### src/rtl/mdio_phy_responder.sv
// Clause-22 MDIO target: oversamples MDC in clk_int, decodes frames, serves a 32x16 register file.
// Optional MDIO_PREAMBLE_SUPPRESS_EN: after one complete frame, ST is accepted with any preamble.
module mdio_phy_responder #(
  parameter logic [4:0]  PHY_ADDR = 5'd1,
  parameter logic [15:0] PHY_ID1  = 16'h0141,
  parameter logic [15:0] PHY_ID2  = 16'h0DD1,
  parameter logic [15:0] BMCR_RST = 16'h1140
) (
  input  logic        clk_int,
  input  logic        rst_int_n,
  input  logic        phy_mdc,
  input  logic        phy_mdio_i,
  output logic        phy_mdio_o,
  output logic        phy_mdio_oen,
  output logic        bmcr_loopback,
  output logic        bmcr_soft_rst,
  output logic        reg_wr_stb,
  output logic [4:0]  reg_wr_addr,
  output logic [15:0] reg_wr_data
);

  typedef enum logic [2:0] {
    StIdle,
    StSt2,
    StOp,
    StAddr,
    StTa,
    StData
  } state_e;

  localparam logic [5:0] PreambleLen = 6'd32;

  // Input synchronizers
  logic mdc_s1_q, mdc_s2_q, mdc_s3_q;
  logic mdio_s1_q, mdio_s2_q;
  logic rise;
  logic mdio_bit;

  always_ff @(posedge clk_int or negedge rst_int_n) begin
    if (!rst_int_n) begin
      mdc_s1_q  <= 1'b0;
      mdc_s2_q  <= 1'b0;
      mdc_s3_q  <= 1'b0;
      mdio_s1_q <= 1'b0;
      mdio_s2_q <= 1'b0;
    end else begin
      mdc_s1_q  <= phy_mdc;
      mdc_s2_q  <= mdc_s1_q;
      mdc_s3_q  <= mdc_s2_q;
      mdio_s1_q <= phy_mdio_i;
      mdio_s2_q <= mdio_s1_q;
    end
  end

  assign rise     = mdc_s2_q & ~mdc_s3_q;
  assign mdio_bit = mdio_s2_q;

  // Frame decoder state
  state_e      state_q, state_d;
  logic [5:0]  pre_cnt_q, pre_cnt_d;
  logic [3:0]  bit_cnt_q, bit_cnt_d;
  logic [1:0]  op_q, op_d;
  logic [8:0]  addr_q, addr_d;
  logic [4:0]  regad_q, regad_d;
  logic        match_q, match_d;
  logic        ta_ok_q, ta_ok_d;
  logic [15:0] rd_sr_q, rd_sr_d;
  logic [15:0] wr_sr_q, wr_sr_d;
  logic        mdio_o_q, mdio_o_d;
  logic        mdio_oen_q, mdio_oen_d;
  logic        wr_stb_q;
  logic [4:0]  wr_addr_q;
  logic [15:0] wr_data_q;
  logic        soft_rst_q, soft_rst_d;
  logic        commit;
  logic [15:0] commit_data;
  logic        serve_rd;
  logic        st_ok;
  logic [4:0]  rd_regad;
  logic [15:0] rd_value;

  logic [15:0] regs_q [32];

`ifdef MDIO_PREAMBLE_SUPPRESS_EN
  logic frame_seen_q;

  always_ff @(posedge clk_int or negedge rst_int_n) begin
    if (!rst_int_n) begin
      frame_seen_q <= 1'b0;
    end else if (rise && state_q == StData && bit_cnt_q == 4'd15) begin
      frame_seen_q <= 1'b1;
    end
  end

  assign st_ok = (pre_cnt_q == PreambleLen) || frame_seen_q;
`else
  assign st_ok = (pre_cnt_q == PreambleLen);
`endif

  assign serve_rd    = (op_q == 2'b10) && match_q;
  assign commit_data = {wr_sr_q[14:0], mdio_bit};
  assign rd_regad    = {addr_q[3:0], mdio_bit};

  always_comb begin
    rd_value = regs_q[rd_regad];
    if (rd_regad == 5'd2) begin
      rd_value = PHY_ID1;
    end else if (rd_regad == 5'd3) begin
      rd_value = PHY_ID2;
    end
  end

  always_comb begin
    state_d    = state_q;
    pre_cnt_d  = pre_cnt_q;
    bit_cnt_d  = bit_cnt_q;
    op_d       = op_q;
    addr_d     = addr_q;
    regad_d    = regad_q;
    match_d    = match_q;
    ta_ok_d    = ta_ok_q;
    rd_sr_d    = rd_sr_q;
    wr_sr_d    = wr_sr_q;
    mdio_o_d   = mdio_o_q;
    mdio_oen_d = mdio_oen_q;
    soft_rst_d = 1'b0;
    commit     = 1'b0;

    if (rise) begin
      unique case (state_q)
        StIdle: begin
          if (mdio_bit) begin
            if (pre_cnt_q != PreambleLen) pre_cnt_d = pre_cnt_q + 6'd1;
          end else begin
            pre_cnt_d = 6'd0;
            if (st_ok) state_d = StSt2;
          end
        end
        StSt2: begin
          bit_cnt_d = 4'd0;
          state_d   = mdio_bit ? StOp : StIdle;
        end
        StOp: begin
          op_d = {op_q[0], mdio_bit};
          if (bit_cnt_q == 4'd0) begin
            bit_cnt_d = 4'd1;
          end else begin
            bit_cnt_d = 4'd0;
            state_d   = (op_q[0] != mdio_bit) ? StAddr : StIdle;
          end
        end
        StAddr: begin
          addr_d = {addr_q[7:0], mdio_bit};
          if (bit_cnt_q == 4'd9) begin
            bit_cnt_d = 4'd0;
            match_d   = (addr_q[8:4] == PHY_ADDR);
            regad_d   = rd_regad;
            rd_sr_d   = rd_value;
            state_d   = StTa;
          end else begin
            bit_cnt_d = bit_cnt_q + 4'd1;
          end
        end
        StTa: begin
          if (bit_cnt_q == 4'd0) begin
            bit_cnt_d = 4'd1;
            ta_ok_d   = mdio_bit;
            if (serve_rd) begin
              mdio_oen_d = 1'b1;
              mdio_o_d   = 1'b0;
            end
          end else begin
            bit_cnt_d = 4'd0;
            ta_ok_d   = ta_ok_q & ~mdio_bit;
            state_d   = StData;
            if (serve_rd) begin
              mdio_o_d = rd_sr_q[15];
              rd_sr_d  = {rd_sr_q[14:0], 1'b0};
            end
          end
        end
        StData: begin
          wr_sr_d = commit_data;
          if (bit_cnt_q == 4'd15) begin
            bit_cnt_d  = 4'd0;
            pre_cnt_d  = 6'd0;
            state_d    = StIdle;
            mdio_oen_d = 1'b0;
            mdio_o_d   = 1'b0;
            if (op_q == 2'b01 && match_q && ta_ok_q) begin
              commit     = 1'b1;
              soft_rst_d = (regad_q == 5'd0) && commit_data[15];
            end
          end else begin
            bit_cnt_d = bit_cnt_q + 4'd1;
            if (serve_rd) begin
              mdio_o_d = rd_sr_q[15];
              rd_sr_d  = {rd_sr_q[14:0], 1'b0};
            end
          end
        end
        default: state_d = StIdle;
      endcase
    end
  end

  always_ff @(posedge clk_int or negedge rst_int_n) begin
    if (!rst_int_n) begin
      state_q    <= StIdle;
      pre_cnt_q  <= 6'd0;
      bit_cnt_q  <= 4'd0;
      op_q       <= 2'b00;
      addr_q     <= 9'd0;
      regad_q    <= 5'd0;
      match_q    <= 1'b0;
      ta_ok_q    <= 1'b0;
      rd_sr_q    <= 16'd0;
      wr_sr_q    <= 16'd0;
      mdio_o_q   <= 1'b0;
      mdio_oen_q <= 1'b0;
      wr_stb_q   <= 1'b0;
      wr_addr_q  <= 5'd0;
      wr_data_q  <= 16'd0;
      soft_rst_q <= 1'b0;
    end else begin
      state_q    <= state_d;
      pre_cnt_q  <= pre_cnt_d;
      bit_cnt_q  <= bit_cnt_d;
      op_q       <= op_d;
      addr_q     <= addr_d;
      regad_q    <= regad_d;
      match_q    <= match_d;
      ta_ok_q    <= ta_ok_d;
      rd_sr_q    <= rd_sr_d;
      wr_sr_q    <= wr_sr_d;
      mdio_o_q   <= mdio_o_d;
      mdio_oen_q <= mdio_oen_d;
      wr_stb_q   <= commit;
      soft_rst_q <= soft_rst_d;
      if (commit) begin
        wr_addr_q <= regad_q;
        wr_data_q <= commit_data;
      end
    end
  end

  // Registers 2/3 are served from parameters, so their storage is never written.
  always_ff @(posedge clk_int or negedge rst_int_n) begin
    if (!rst_int_n) begin
      for (int i = 0; i < 32; i++) begin
        regs_q[i] <= (i == 0) ? BMCR_RST : 16'd0;
      end
    end else if (commit) begin
      if (soft_rst_d) begin
        for (int i = 0; i < 32; i++) begin
          regs_q[i] <= (i == 0) ? (BMCR_RST & 16'h7FFF) : 16'd0;
        end
      end else if (regad_q != 5'd2 && regad_q != 5'd3) begin
        regs_q[regad_q] <= commit_data;
      end
    end
  end

  assign phy_mdio_o    = mdio_o_q;
  assign phy_mdio_oen  = mdio_oen_q;
  assign bmcr_loopback = regs_q[0][14];
  assign bmcr_soft_rst = soft_rst_q;
  assign reg_wr_stb    = wr_stb_q;
  assign reg_wr_addr   = wr_addr_q;
  assign reg_wr_data   = wr_data_q;

endmodule

### config.mk
export PLATFORM = sky130hd
export DESIGN_NAME = mdio_phy_responder
export DESIGN_NICKNAME = d
export VERILOG_FILES = /design/src/rtl/mdio_phy_responder.sv
export SDC_FILE = /design/constraint.sdc
export NUM_CORES = 1
export LEC_CHECK = 0
export CORE_MARGIN = 1
export CORE_UTILIZATION = 25
export DETAILED_ROUTE_END_ITERATION = 12
export PLACE_DENSITY = 0.36
export SYNTH_ARGS = -nofsm -noshare
export SYNTH_HDL_FRONTEND = slang
export SYNTH_SLANG_ARGS = --single-unit
export TNS_END_PERCENT = 10
### constraint.sdc
create_clock -name clk_int -period 3.45 [get_ports clk_int]
set_clock_uncertainty 0.1 [all_clocks]
set_input_delay 0.345 -clock clk_int [delete_from_list [all_inputs] [get_ports clk_int]]
set_output_delay 0.345 -clock clk_int [all_outputs]
set_load 0.005 [all_outputs]
==> results of run 1 <==
registers in the layout, summed over array words and instances (netlist names), 2 cells and up:
| name | cells |
|---|---|
| addr_q | 9 |
| bit_cnt_q | 4 |
| op_q | 2 |
| pre_cnt_q | 6 |
| rd_sr_q | 16 |
| reg_wr_addr | 5 |
| reg_wr_data | 16 |
| regad_q | 5 |
| regs_q | 509 |
| state_q | 3 |
| wr_sr_q | 15 |
per-layer routing:
layer | part of all wire | GRT usage | vias up
li1 | - | - | 9033
met1 | 0.47 | 0.2375 | 10620
met2 | 0.46 | 0.2685 | 396
met3 | 0.036 | 0.02205 | 151
met4 | 0.030 | 0.05245 | 0
met5 | 0 | 0 | -
where the power goes:
| part | switching, mW | internal (mW) |
|---|---|---|
| registers | 0.0205 | 7.07 |
| clock network | 3.12 | 4.72 |
| logic | 0.226 | 0.0919 |
logic make-up after synthesis:
kind of cell	synth area share
DFF	0.5159
xor gates and xnor gates	0.0002999
muxes	0.2280
buffers and inverters	0.05342
AOI/OAI and AO/OA	0.06134
adders and majority gates	0.002570
and+or+nand+nor	0.1385
metrics by stage:
step / hold WS (ps) / area (µm²)
6_report: 86.19 / 34110
5_1_grt: 50.66 / 34110
4_1_cts: 49.77 / 34110
3_5_place_dp: 252.4 / 31680
3_3_place_gp: 283.7 / 31680
2_1_floorplan: -50.59 / 29210
synthesized netlist by cell type (all sizes together), types with 6 or more instances:
cell    number
a211oi      13
nand4        9
nand2      392
ha           6
nor2       360
clkbuf     105
inv         14
mux2i      357
nand3       14
buf        140
or3          6
nand2b      10
mux2        32
o221ai       8
a22o         6
mux4       121
dfrtp      599
o31ai       12
nor4        15
nand3b       8
nor3        17
nor2b       38
o21ai       45
a22oi       28
a21oi      145
nor3b        7
worst paths after layout:
kind / from / to / slack, ps / cells after the start
worst min register to register: mdc_s1_q$_DFF_PN0_ / mdc_s2_q$_DFF_PN0_ / 280 / 0
max in group asynchronous: rst_int_n / regs_q[502]$_DFFE_PN1P_ / 1970 / 3
worst min-delay path: phy_mdio_i / mdio_s1_q$_DFF_PN0_ / 90 / 1
worst max register to register: mdio_bit$_DFF_PN0_ / rd_sr_q[9]$_DFFE_PN0P_ / 360 / 7
worst max-delay path: mdio_bit$_DFF_PN0_ / rd_sr_q[9]$_DFFE_PN0P_ / 360 / 7
min in group asynchronous: rst_int_n / pre_cnt_q[3]$_DFFE_PN0P_ / 290 / 2
area by class of cell:
cell class,instances,share of cell area
Clock buffer,117,0.06655
Clock inverter,12,0.004219
Inverter,16,0.001761
Multi-Input combinational cell,1723,0.3710
Sequential cell,602,0.4421
Tap cell,1524,0.05591
Timing Repair Buffer,190,0.05848
cell usage in the layout, fill, tap and decap left out, types with 5 or more instances in the layout:
cell type	netlist	layout
mux4_2	121	121
clkbuf_8	0	15
nand3_1	14	14
nor3_1	10	10
o21ai_0	44	44
buf_12	0	39
clkbuf_1	105	23
a221oi_1	5	5
ha_1	6	5
mux2_2	32	32
nor3_4	7	7
o22ai_1	5	5
dfrtp_1	599	595
mux2i_1	357	357
a211oi_1	13	13
o31ai_1	12	12
buf_4	51	121
clkinv_2	0	6
a22oi_1	28	28
inv_1	13	13
nor2_1	359	359
nand2_1	392	392
clkbuf_16	0	79
nor4_2	1	10
nand3b_1	8	8
a31oi_1	5	5
or4_1	5	5
o221ai_1	8	8
nor2b_1	38	38
nor3b_1	7	7
nand2b_1	10	10
a22o_1	6	6
clkdlybuf4s50_1	0	28
or3_1	6	6
a21oi_1	145	145
nand4_1	8	8
timing repair:
| item | CTS | global route |
|---|---|---|
| setup endpoints to repair | 0 | 0 |
| hold buffers | 1 | 0 |
| buffers inserted | 0 | 0 |
| endpoints found under the hold margin | 69 | 0 |
worst max-delay path: cells and delay by family (launching register included):
kind | cells | cell delay (ps)
mux | 1 | 550
compound gates | 4 | 730
flops | 1 | 880
buf+inv | 2 | 680
==> metrics.cfg, run 1 <==
[clock_network]
clkTransAtPathRegs_ps = 60
cts_root_buf = clkbuf_16
cts_made_buffers = 75
cts.sinks = 602
h-tree-depth = 3
cts_buffer_depth = 3
tritoncts = done
clkLatencyLatePin_ps = 630
cts_resized = 0

[setup_path]
worst_setup_path_start_kind = register
required_ps = 3830
worstSetupPathType = register to register
cp_slowest_cell = dfrtp_4
worstPathArrival_ps = 3470
path_max_fanout = 32
endpoint_kind = register
max_stage_delay_ps = 880
path_cells = buf_4, buf_4, mux4_2, a22oi_1, a21oi_1, a21oi_1, o221ai_1

[cells_and_area]
layout.nets = 2618
final_core_util = 0.2939
n_antenna_cell = 0
fillers = 11890
final_cells = 4184
synthToLayoutAreaGrowth_pct = 16.77
multi_input_area_um2 = 12650
register_area_um2 = 15080
layout-drive-gt1-share = 0.1752

[place]
gp_congestion = 0.7701
dpl.hpwl_mm = 61.76
numPortBuffers = 29
dpl.cell_count = 4054
pre_cts_ws_ps = 253.9

[synth]
syn-instance-count = 2586
synth-seq-area-share = 0.5159
synth_area_leader_cell = dfrtp_1
syn_avg_cell_area_um2 = 11.29
synthArstFlopShare = 1.000
ys_warn_count = 0
synth.top_cell.area_share = 0.5132
ys_types = 72
synth.area.top_cells = dfrtp_1 (51%), mux2i_1 (12%), mux4_2 (9.3%), nand2_1 (5.0%), nor2_1 (4.6%)
syn-num-nets = 2596
synth-edff-count = 0
syn_area_um2 = 29210
ys_seq_elements = 602
synthFlopType = dfrtp_1

[timing]
layout_min_cycle_time_ps = 3094
fin_ws_ps = 356.2
relSlewSlack = 0.3129
grt_setup_unrepaired = false
finalMaxSlewViolations = 0
final.period_utilization = 0.8968
finalHoldViolCount = 0
fmax_mhz = 323.2
worstMarginPinSlew_ps = 1031
tns_ps = 0
setup_viol = 0

[grt]
overflow = 0
grt_max_degree = 89
grt_pass1_vias = 21040
grtUsageTotal = 0.1688
antenna_found_initial = 2
grt_pass1_wl_mm = 147.6

[die]
die_y_um = 343.8
die_w_um = 343.8
pin_count = 30
die_area_um2 = 118200
rows = 125
start_util = 0.2517
coreArea_um2 = 116000

[drt]
first_pass_iters = 5
drt_iter0_markers = 1312
routed_wl_mm = 98.34
vias_per_cell = 4.829
post_drt_wl_per_cell_um = 23.50
ant_nets = 0
vias = 20200
drc = 0

[flow_run]
maxCapViolCount = 0

[min_path]
worst_hold_path_type = primary input to register

[power_and_ir_drop]
power.total_mw = 15.25
ir_worst_vdd_mv = 0.3356
p_leak_nw = 15.03
power_density_nw_per_um2 = 447.1

[status]
status = completed

Power figures use the tool's default switching activity.
==> run 2: changes to the inputs <==
--- a/config.mk
+++ b/config.mk
@@ -6,9 +6,9 @@
 export NUM_CORES = 1
 export LEC_CHECK = 0
 export CORE_MARGIN = 1
-export CORE_UTILIZATION = 25
+export CORE_UTILIZATION = 55
 export DETAILED_ROUTE_END_ITERATION = 12
-export PLACE_DENSITY = 0.36
+export PLACE_DENSITY = 0.68
 export SYNTH_ARGS = -nofsm -noshare
 export SYNTH_HDL_FRONTEND = slang
 export SYNTH_SLANG_ARGS = --single-unit
==> constraint.sdc (replaced) <==
create_clock -name clk_int -period 2.9 [get_ports clk_int]
set_clock_uncertainty 0.1 [all_clocks]
set_input_delay 0.29 -clock clk_int [delete_from_list [all_inputs] [get_ports clk_int]]
set_output_delay 0.29 -clock clk_int [all_outputs]
set_load 0.005 [all_outputs]
==> metrics.cfg, run 2 (synthesis results as in run 1) <==
[status]
status = completed

[grt]
antenna_found_initial = 0
overflow = 0
grt_pass1_vias = 20690
grt_pass1_wl_mm = 125.1
grtUsageTotal = 0.3043
grt_max_degree = 116

[timing]
setup_viol = 0
fmax_mhz = 359.3
worstMarginPinSlew_ps = 1155
relSlewSlack = 0.2299
finalMaxSlewViolations = 0
finalHoldViolCount = 0
tns_ps = 0
grt_setup_unrepaired = false
layout_min_cycle_time_ps = 2783
final.period_utilization = 0.9597

[clock_network]
cts_made_buffers = 66
ctsHoldBuffers = 1
h-tree-depth = 3
cts_buffer_depth = 3
tritoncts = done
clkLatencyLatePin_ps = 610
clkTransAtPathRegs_ps = 60
post-cts-setup-buffers = 0
cts_root_buf = clkbuf_16
cts_resized = 0
cts.sinks = 602

[min_path]
min-delay-start = phy_mdio_i
hold_end = mdio_s1_q$_DFF_PN0_
hold_path_depth = 1
worst_hold_path_type = primary input to register

[cells_and_area]
fillers = 4138
largest_reg_flops = 509
stdcell_area_um2 = 32520
final_core_util = 0.6188
final_cell_mix = dfrtp_1 (596), nand2_1 (392), nor2_1 (359)
final_common_cell = dfrtp_1
synthToLayoutAreaGrowth_pct = 11.33
layout.nets = 2595
layout-drive-gt1-share = 0.1670
top_register = regs_q
n_antenna_cell = 0

[drt]
drt_iter0_markers = 1937
routed_wl_mm = 79.70
vias = 20600
vias_per_cell = 6.201
drc = 0
ant_nets = 0
first_pass_iters = 5
post_drt_wl_per_cell_um = 23.99

[place]
dpl.hpwl_mm = 49.74
gp_congestion = 0.8537
place_area_um2 = 30360
numPortBuffers = 29

[die]
die_w_um = 232.4
die_y_um = 232.4
die_area_um2 = 54030
coreArea_um2 = 52550
rows = 84
start_util = 0.5558
pin_count = 30

[setup_path]
worst_setup_path_start_kind = register
worstPathArrival_ps = 3150
path_max_fanout = 38
worstSetupPathType = register to register
r2r-start = bit_cnt_q[0]$_DFFE_PN0P_
worst_r2r_path_depth = 7
endpoint_kind = register
required_ps = 3260
r2r-end = regs_q[92]$_DFFE_PN0P_
ff2ff_setup_slack_ps = 120

[power_and_ir_drop]
power_density_nw_per_um2 = 526.2
p_leak_nw = 14.80
power.total_mw = 17.11
ir_worst_vdd_mv = 0.4861

[flow_run]
maxCapViolCount = 0

## run 2: per-stage QoR
stage | instances | hold WS, ps | worst slack, ps
after floorplan | 2586 | -105.6 | 540.1
after global placement | 3204 | 204.1 | 256.6
after detailed placement | 3204 | 210.7 | 136.4
after CTS | 3322 | 10.66 | 133.7
after global routing | 3322 | 11.64 | 24.65
final | 3322 | 36.61 | 116.9
## run 2: worst max-delay path, cell delays in order, from the launching register on
cell	delay (ps)
dfrtp_1	440
ha_1	250
and3_2	230
nand4_4	140
buf_12	230
or4b_2	980
nand2_1	170
a21oi_1	80
## run 2: power breakdown
| group | internal [mW] | total (mW) | switching [mW] |
|---|---|---|---|
| registers | 8.41 | 8.42 | 0.0129 |
| clock network | 4.96 | 8.34 | 3.38 |
| logic | 0.0910 | 0.347 | 0.256 |
## run 2: layout make-up
class,instances,area (µm²),share of cell area
Sequential cell,602,15080,0.4636
Multi-Input combinational cell,1723,12640,0.3888
Clock buffer,109,2112,0.06495
Timing Repair Buffer,176,1727,0.05310
Tap cell,688,860.8,0.02647
Inverter,16,60.06,0.001847
Clock inverter,8,40.04,0.001231
## run 2: worst max path at each step
| stage | start | to | slack, ps |
|---|---|---|---|
| after detailed placement | bit_cnt_q[0]$_DFFE_PN0P_ | regs_q[92]$_DFFE_PN0P_ | 140 |
| after global placement | bit_cnt_q[0]$_DFFE_PN0P_ | regs_q[82]$_DFFE_PN0P_ | 260 |
| after global routing | bit_cnt_q[0]$_DFFE_PN0P_ | regs_q[91]$_DFFE_PN0P_ | 20 |
| after floorplan | bit_cnt_q[0]$_DFFE_PN0P_ | regs_q[400]$_DFFE_PN0P_ | 540 |
| final | bit_cnt_q[0]$_DFFE_PN0P_ | regs_q[92]$_DFFE_PN0P_ | 120 |
| after CTS | bit_cnt_q[0]$_DFFE_PN0P_ | regs_q[93]$_DFFE_PN0P_ | 130 |
## run 2: layer usage
| layer | GRT usage | vias to the layer above | wire length (µm) |
|---|---|---|---|
| li1 | - | 8971 | - |
| met1 | 0.4310 | 10710 | 33940 |
| met2 | 0.4801 | 766 | 38190 |
| met3 | 0.05135 | 154 | 5326 |
| met4 | 0.09725 | 0 | 2239 |
| met5 | 0 | - | 0 |
